--- src/rtl/puf_eval_sequencer.sv ---
// Sequences the dual-core PUF through one response: fetch the per-bit PDL configs
// byte by byte, trigger an evaluation, collect the bit, then write the response out.
module puf_eval_sequencer #(
  parameter int NUM_BITS             = 32,
  parameter int CFG_BYTES            = 16,
  parameter int INMEM_ADDRESS_WIDTH  = 17,
  parameter int OUTMEM_ADDRESS_WIDTH = 13,
  parameter int TIMEOUT_CYCLES       = 255
) (
  input  logic                            clk,
  input  logic                            reset,
  input  logic                            start,
  output logic                            busy,
  output logic                            done,
  output logic                            timeoutFlag,
  output logic                            inReadReq,
  input  logic                            inReadAck,
  output logic [INMEM_ADDRESS_WIDTH-1:0]  inReadAdd,
  input  logic                            inReadValid,
  input  logic [7:0]                      inReadData,
  output logic                            outWriteReq,
  input  logic                            outWriteAck,
  output logic [OUTMEM_ADDRESS_WIDTH-1:0] outWriteAdd,
  output logic [7:0]                      outWriteData,
  output logic [127:0]                    cfgCore0,
  output logic [127:0]                    cfgCore1,
  output logic [4:0]                      bitSel,
  output logic                            evalStart,
  input  logic                            evalDone,
  input  logic                            evalResult,
  output logic [31:0]                     response
);

  localparam int BW = $clog2(2*CFG_BYTES);
  localparam int TW = $clog2(TIMEOUT_CYCLES+1);

  typedef enum logic [2:0] {IDLE, RD_REQ, RD_WAIT, EVAL, EVAL_WAIT, WR, DONE} state_t;

  state_t          state, state_nxt;
  logic [4:0]      bit_idx;
  logic [BW-1:0]   byte_idx;
  logic [1:0]      wbyte;
  logic [TW-1:0]   timer;
  logic            last_byte, last_bit, last_wbyte, timed_out, eval_exit;

  assign last_byte  = (byte_idx == BW'(2*CFG_BYTES-1));
  assign last_bit   = (bit_idx == 5'(NUM_BITS-1));
  assign last_wbyte = (wbyte == 2'(NUM_BITS/8-1));
  assign timed_out  = (timer == TW'(TIMEOUT_CYCLES));
  // a done arriving on the timeout cycle wins
  assign eval_exit  = evalDone || timed_out;

  always_ff @(posedge clk) begin
    if (reset) state <= IDLE;
    else       state <= state_nxt;
  end

  always_comb begin
    state_nxt    = state;
    inReadReq    = 1'b0;
    inReadAdd    = '0;
    outWriteReq  = 1'b0;
    outWriteAdd  = '0;
    outWriteData = '0;
    evalStart    = 1'b0;
    done         = 1'b0;
    case (state)
      IDLE:      if (start) state_nxt = RD_REQ;
      RD_REQ: begin
        inReadReq = 1'b1;
        inReadAdd = INMEM_ADDRESS_WIDTH'(bit_idx) * INMEM_ADDRESS_WIDTH'(2*CFG_BYTES)
                  + INMEM_ADDRESS_WIDTH'(byte_idx);
        if (inReadAck) state_nxt = RD_WAIT;
      end
      RD_WAIT:   if (inReadValid) state_nxt = last_byte ? EVAL : RD_REQ;
      EVAL: begin
        evalStart = 1'b1;
        state_nxt = EVAL_WAIT;
      end
      EVAL_WAIT: if (eval_exit) state_nxt = last_bit ? WR : RD_REQ;
      WR: begin
        outWriteReq  = 1'b1;
        outWriteAdd  = OUTMEM_ADDRESS_WIDTH'(wbyte);
        outWriteData = response[8*int'(wbyte) +: 8];
        if (outWriteAck && last_wbyte) state_nxt = DONE;
      end
      DONE: begin
        done      = 1'b1;
        state_nxt = IDLE;
      end
      default:   state_nxt = IDLE;
    endcase
  end

  always_ff @(posedge clk) begin
    if (reset) begin
      busy        <= 1'b0;
      timeoutFlag <= 1'b0;
      bit_idx     <= '0;
      byte_idx    <= '0;
      wbyte       <= '0;
      timer       <= '0;
      bitSel      <= '0;
      cfgCore0    <= '0;
      cfgCore1    <= '0;
      response    <= '0;
    end else begin
      case (state)
        IDLE: if (start) begin
          busy        <= 1'b1;
          bit_idx     <= '0;
          byte_idx    <= '0;
          response    <= '0;
          timeoutFlag <= 1'b0;
        end
        RD_WAIT: if (inReadValid) begin
          if (int'(byte_idx) < CFG_BYTES) cfgCore0[8*int'(byte_idx) +: 8] <= inReadData;
          else cfgCore1[8*(int'(byte_idx)-CFG_BYTES) +: 8] <= inReadData;
          byte_idx <= last_byte ? '0 : byte_idx + 1'b1;
        end
        EVAL: begin
          bitSel <= bit_idx;
          timer  <= '0;
        end
        EVAL_WAIT: begin
          if (evalDone) response[bit_idx] <= evalResult;
          else if (timed_out) begin
            response[bit_idx] <= 1'b0;
            timeoutFlag       <= 1'b1;
          end else timer <= timer + 1'b1;
          if (eval_exit) begin
            if (last_bit) wbyte <= '0;
            else          bit_idx <= bit_idx + 1'b1;
          end
        end
        WR:   if (outWriteAck && !last_wbyte) wbyte <= wbyte + 1'b1;
        DONE: busy <= 1'b0;
        default: ;
      endcase
    end
  end

endmodule

--- config.mk ---
export PLATFORM = sky130hd
export DESIGN_NAME = puf_eval_sequencer
export DESIGN_NICKNAME = d
export VERILOG_FILES = /design/src/rtl/puf_eval_sequencer.sv
export SDC_FILE = /design/constraint.sdc
export NUM_CORES = 1
export LEC_CHECK = 0
export BUFFER_PORTS_ARGS = -buffer_cell sky130_fd_sc_hd__buf_2
export CORE_MARGIN = 1
export CORE_UTILIZATION = 45
export DETAILED_ROUTE_END_ITERATION = 8
export MAX_ROUTING_LAYER = met4
export PLACE_DENSITY = 0.66
export REMOVE_ABC_BUFFERS = 1
export SYNTH_ARGS = -nofsm -noshare
export SYNTH_HDL_FRONTEND = slang
export SYNTH_SLANG_ARGS = --single-unit
--- constraint.sdc ---
create_clock -name clk -period 4.3 [get_ports clk]
set_input_delay 0.86 -clock clk [delete_from_list [all_inputs] [get_ports clk]]
set_output_delay 0.86 -clock clk [all_outputs]
set_load 0.01 [all_outputs]
Word-level counts from Yosys, hierarchy flattened
Index checks and enable logic that the tools add are counted.
Word-level totals
  latch bits: 0
  bits in writable memories: 0
  word-level logic and storage cells: 117
  memory bits (read-only): 0
  memories: 0
  register bits after elaboration: 318
Cells by class
  $mul: 0
  multiplexer cells: 44
  $lt $le $gt $ge: 3
  bitwise operators: 3
  divide/modulo/power cells: 0
  add/sub/neg operators: 8
  shift operators: 5
  reduce and logical (&&, ||, !) cells: 21
  eq/ne operators: 22
Operators with widths (number)
  $bwmux W128: 2
  $shift A8 B33 Y128 const A: 2
  $shiftx A8 B33 Y128: 2
  $mux W32: 3
  $pmux W32 S2: 1
  $neg A8 Y33: 1
  $neg A9 Y33: 1
  $and A32 B32 Y32: 1
  $bwmux W32: 1
  $not A32 Y32: 1
  $shiftx A32 B6 Y8: 1
  $mux W5: 5
  $mux W8: 3
  $ne A2 B2 Y1 const B: 11
  $pmux W5 S2: 2
  $mux W3: 6
  $pmux W3 S6: 1
  $pmux W8 S2: 1
  $reduce_and A3 Y1: 5
  $reduce_and A4 Y1: 3
  $add A10 B5 Y11: 1
  $mux W11: 1
  $add A5 B1 Y5 const B: 2
  $eq A5 B5 Y1 const B: 2
  other kinds (25): 47

Logic depth before layout (Yosys ltp)
  depth after elaboration: 9
  mapped depth: 14

Worst setup path before layout
No wires, ideal clock.
  kind: reg2reg
  start: register byte_idx[1]
  end: register cfgCore1[64]
  arrival time: 3.065 ns
  data required time: 4.228 ns
  path slack: 1.163 ns
  stages on the path, launching flop included: 12
  library setup time: 0.072 ns
  cells stage by stage: dfxtp_1 > buf_2 > or4_4 > or2_2 > inv_1 > ha_1 > nand4bb_1 > or4_1 > nor3_1 > nor4b_2 > buf_4 > mux2i_1
On the way
  cells in the longest elaborated chain, start to end: 4
  elaborated cells on any way between the ends: 8
Ends and longest elaborated chain
  start: declaration: RTL line 41  | logic [BW-1:0] byte_idx;
  start signal: assignment: RTL line 119  | byte_idx <= last_byte ? '0 : byte_idx + 1'b1;
  $sub A5 B5 Y6: RTL line 118  | else cfgCore1[8*(int'(byte_idx)-CFG_BYTES) +: 8] <= inReadData;
  $neg A9 Y33: RTL line 118
  $shiftx A8 B33 Y128 / $shift A8 B33 Y128 (equally long branches): RTL line 118
  $bwmux W128: RTL line 118
  end signal: indexed assignment: RTL line 118
  end: declaration: RTL line 26  | output logic [127:0] cfgCore1,
Several ways; a longest one is shown, not always the timed one.
A chain may end at the register's enable or synchronous reset.

Worst setup path in the final report
  start: register byte_idx[0]
  end: register cfgCore0[100]
On the way
  cells in the longest elaborated chain, start to end: 3
  elaborated cells on any way between the ends: 6
Ends and longest elaborated chain
  $neg A8 Y33: RTL line 117  | if (int'(byte_idx) < CFG_BYTES) cfgCore0[8*int'(byte_idx) +: 8] <= inReadData;
  $shiftx A8 B33 Y128 / $shift A8 B33 Y128 (equally long branches): RTL line 117
  $bwmux W128: RTL line 117
  end: declaration: RTL line 25  | output logic [127:0] cfgCore0,
Several ways; a longest one is shown, not always the timed one.

==> impl_results.md <==
- Run status: finished, final reports clean
- Crit path depth: 10
- Layout cells sized above 1: 25.2%
- Reg2Reg Depth: 10
- Seq pwr share: a little under half
- Crit-path cells: inv_1 > ha_1 > nand2_1 > inv_1 > ha_1 > or3b_4 > a2111oi_4 > nand3_2 > nand3b_1 > o21ai_1
- Final min period: 3.94 ns
- WL final: 43,100 um
- Crit path DAT: 4.33 ns
- Cell internal pwr: between 0.004 and 0.005 W
- CTS-repair resized insts: 0
- Congestion Overflow GR: 0
- Tightest Hold Check Type: reg2reg
- DP HPWL: just under 30,000 um
- Final setup fails: 0
- # hold bufs at CTS: 0
- Crit path launch type: flop
- Hold EP: cfgCore0[40]
- Max-cap viol count: 0
- Hold Vio Cnt, Final: 0
- Worst clock skew: between 0.02 and 0.025 ns
- Switch Pwr: 0.00149 W
- Sequential share of the synthesized area: a little under half
- Clock-pin slew on the worst setup and hold paths: roughly 0.060 ns
- Initial antenna violation count: 0
- Sum of buffers and inverters on the critical path: 2
- First-pass GRT wire length: 65,300 um
- Remaining DRCs: 0
- Die width: ~180 um
- CP peak stage delay: 0.93 ns
- Hold Path Cell Cnt: 2
- GR Util All Layers: 26.8%
- Netlist Area Pre-Place: ~14,000 um2
- Commonest non-fill, non-tap cell in the layout: buf_2
- Data required, critical path: 4.70 ns
- Cells after Synth: 1,578
- H-tree Lvls: 2
- Num rows: 64
- Yosys cell types: just under 80
- Unrepaired setup endpoints after global routing: false
- Total CTS buffers: 35
- 1st-pass router iterations: 6
- Reg-to-Reg End: cfgCore0[100]
- Core Region: just over 30,000 um2
- Clk root buf: clkbuf_16
- Chip Height: around 180 um
- Via/cell ratio: around 5.6
- Final Max Tran Viols: 0
- NumNets Final: 1,879
- Leakage: 7.06 nW
- Worst Setup End Kind: flop
- PwrDens: approximately 370 nW/um2
- Yosys warning total: 0
- Port Buffers: approximately 330
- Setup_tns: 0 ns
- Switching part of the total: between 20% and 30%
- Power, Total: between 0.006 and 0.007 W
- Detailed-route via count: 12,700
- Pin count of the biggest net entering global routing: between 150 and 200
- Top delay family on crit path: simple AND/OR/NAND/NOR gates
- Register bit total from synthesis: between 300 and 400
- Slew HR: between 15 and 20%
- Clock Power Share: a little under half
- DRT iter0 DRCs: 968
- Most frequent cells in the layout: 333 x buf_2, 318 x dfxtp_1, 189 x nand2_1
- Worst path slowest cell: a2111oi_4
- DR WL/cell: 19.0 um
- Prevailing post-synth register cell: dfxtp_1
- Clock latency on the worst-skew pair: about 0.53 ns
- GPL Wtd Cong: ~0.9
- FF-to-FF Start: byte_idx[0]
- # clock sinks: about 320
- CTS tree: done
- Post-CTS Setup Bufs: 0
- Crit path from: byte_idx[0]
- EDFF count, synth: 0
- Max Fclk: roughly 250 MHz
- CTS max path bufs: 3
- Area grow syn2layout: 20.8%
- Post-synth ARST share: 0%
- Antenna viol nets, final: 0
- Critical path type: reg2reg
- Hold wc startpoint: cfgCore0[40]
- Crit path max fanout: 16
- Synthesized area per cell: between 8 and 9 um2
- Tcrit/Tclk final: roughly nine tenths
- Vias in the first global route: roughly 12,000
- Top-Level Pins: between 300 and 400
- Worst Max-Slew Pin Slew: about 1.2 ns
- Peak VDD IR: approximately 220 uV
- ANT cells: 0
- Initial core utilization: a little under half
- Comb pwr share: between 4 and 5%
- Die ar.: between 30,000 and 40,000 um2
- R2R setup slack: between 0.3 and 0.4 ns
-- synth_stat cells, types with 4 or more instances --
cell type | number | area share [%]
ha_1 | 16 | 1.4
nor3_1 | 21 | 0.75
or2_2 | 6 | 0.27
mux4_2 | 8 | 1.3
and2_1 | 18 | 0.80
nand4_1 | 12 | 0.54
buf_4 | 24 | 1.3
mux2i_1 | 60 | 4.3
o21ai_2 | 4 | 0.25
a21oi_1 | 132 | 4.7
inv_1 | 22 | 0.59
o21ai_0 | 112 | 4.0
nor2_1 | 46 | 1.2
o32ai_1 | 13 | 0.81
clkbuf_1 | 70 | 1.9
nand3_4 | 5 | 0.62
nor3_4 | 4 | 0.46
dfxtp_1 | 318 | 45
a22o_1 | 8 | 0.50
buf_1 | 14 | 0.37
o21ai_1 | 47 | 1.7
o31ai_1 | 16 | 0.86
nand3_1 | 83 | 3.0
and3_1 | 19 | 0.85
nand2_1 | 189 | 5.1
nand3b_1 | 125 | 6.7
nor4_1 | 4 | 0.18
buf_2 | 28 | 1.0
nand2b_1 | 59 | 2.6
nor2b_1 | 29 | 1.3
-- cell families (layout without fill, tap and decap cells) --
| group | count (synthesis) | count (layout) | synth area share [%] |
|---|---|---|---|
| AND/OR/NAND/NOR | 652 | 652 | 27.0 |
| multiplexers | 69 | 69 | 5.65 |
| other | 1 | 18 | 0.0268 |
| AO/OA/AOI/OAI | 359 | 359 | 15.1 |
| flip-flops | 318 | 318 | 45.4 |
| adder cells (fa/ha/maj) | 16 | 16 | 1.43 |
| buffers and inverters | 160 | 437 | 5.23 |
| XOR/XNOR | 3 | 3 | 0.187 |
-- sequential cells by signal (all words and copies together), names as in the netlist --
name,flops
timeoutFlag,1
cfgCore0,128
state,3
cfgCore1,128
timer,8
busy,1
byte_idx,5
wbyte,2
response,32
bit_idx,5
bitSel,5
-- per-layer routing --
metal	vias up	track usage (%)	wire length [um]
met1	6046	34.4	18300
met3	96	4.92	3290
met2	525	42.2	20100
li1	6068	-	-
met4	0	9.07	1390
met5	-	-	0
-- worst max path at each step --
stage                               end  slack [ns]
after floorplan            cfgCore1[64]        0.50
after global placement     cfgCore0[77]        0.60
after detailed placement  cfgCore0[103]        0.42
after CTS                 cfgCore0[100]        0.39
after global routing      cfgCore0[103]        0.06
final                     cfgCore0[100]        0.36
-- metrics by stage --
step | cells | setup WS [ns] | hold WS, ns | util (%) | cell area, um2
floorplan | 1458 | 0.499 | 0.459 | - | 13400
global placement | 2206 | 0.604 | 0.437 | 51.6 | 15800
detailed placement | 2206 | 0.417 | 0.443 | 51.6 | 15800
CTS | 2268 | 0.392 | 0.452 | 55.3 | 16900
global route | 2268 | 0.0570 | 0.466 | 55.3 | 16900
finish | 2268 | 0.365 | 0.451 | 55.3 | 16900
-- power by group through the flow --
stage	Clock [W]	Sequential (W)	Combinational [W]
6_report	0.00301	0.00297	0.000311
5_1_grt	0.00319	0.00297	0.000334
4_1_cts	0.00306	0.00297	0.000308
3_5_place_dp	0	0.00304	0.000307
3_3_place_gp	0	0.00304	0.000306
2_1_floorplan	0	0.00304	0.000158
-- worst register-to-register path, cell delays in order, from the launching register on --
cell       delay, ns
dfxtp_1         0.50
inv_1           0.21
ha_1            0.34
nand2_1         0.17
inv_1           0.08
ha_1            0.38
or3b_4          0.46
a2111oi_4       0.93
nand3_2         0.45
nand3b_1        0.22
o21ai_1         0.09
-- final cells by class --
class                      instances  area [um2]
fill                            2816       13700
multi-input combinational       1117        6990
sequential                       318        6370
timing repair buffer             352        1830
clock buffer                      44         991
tap                              396         495
clock inverter                    18         166
inverter                          23        86.3
Power figures use the tool's default switching activity.
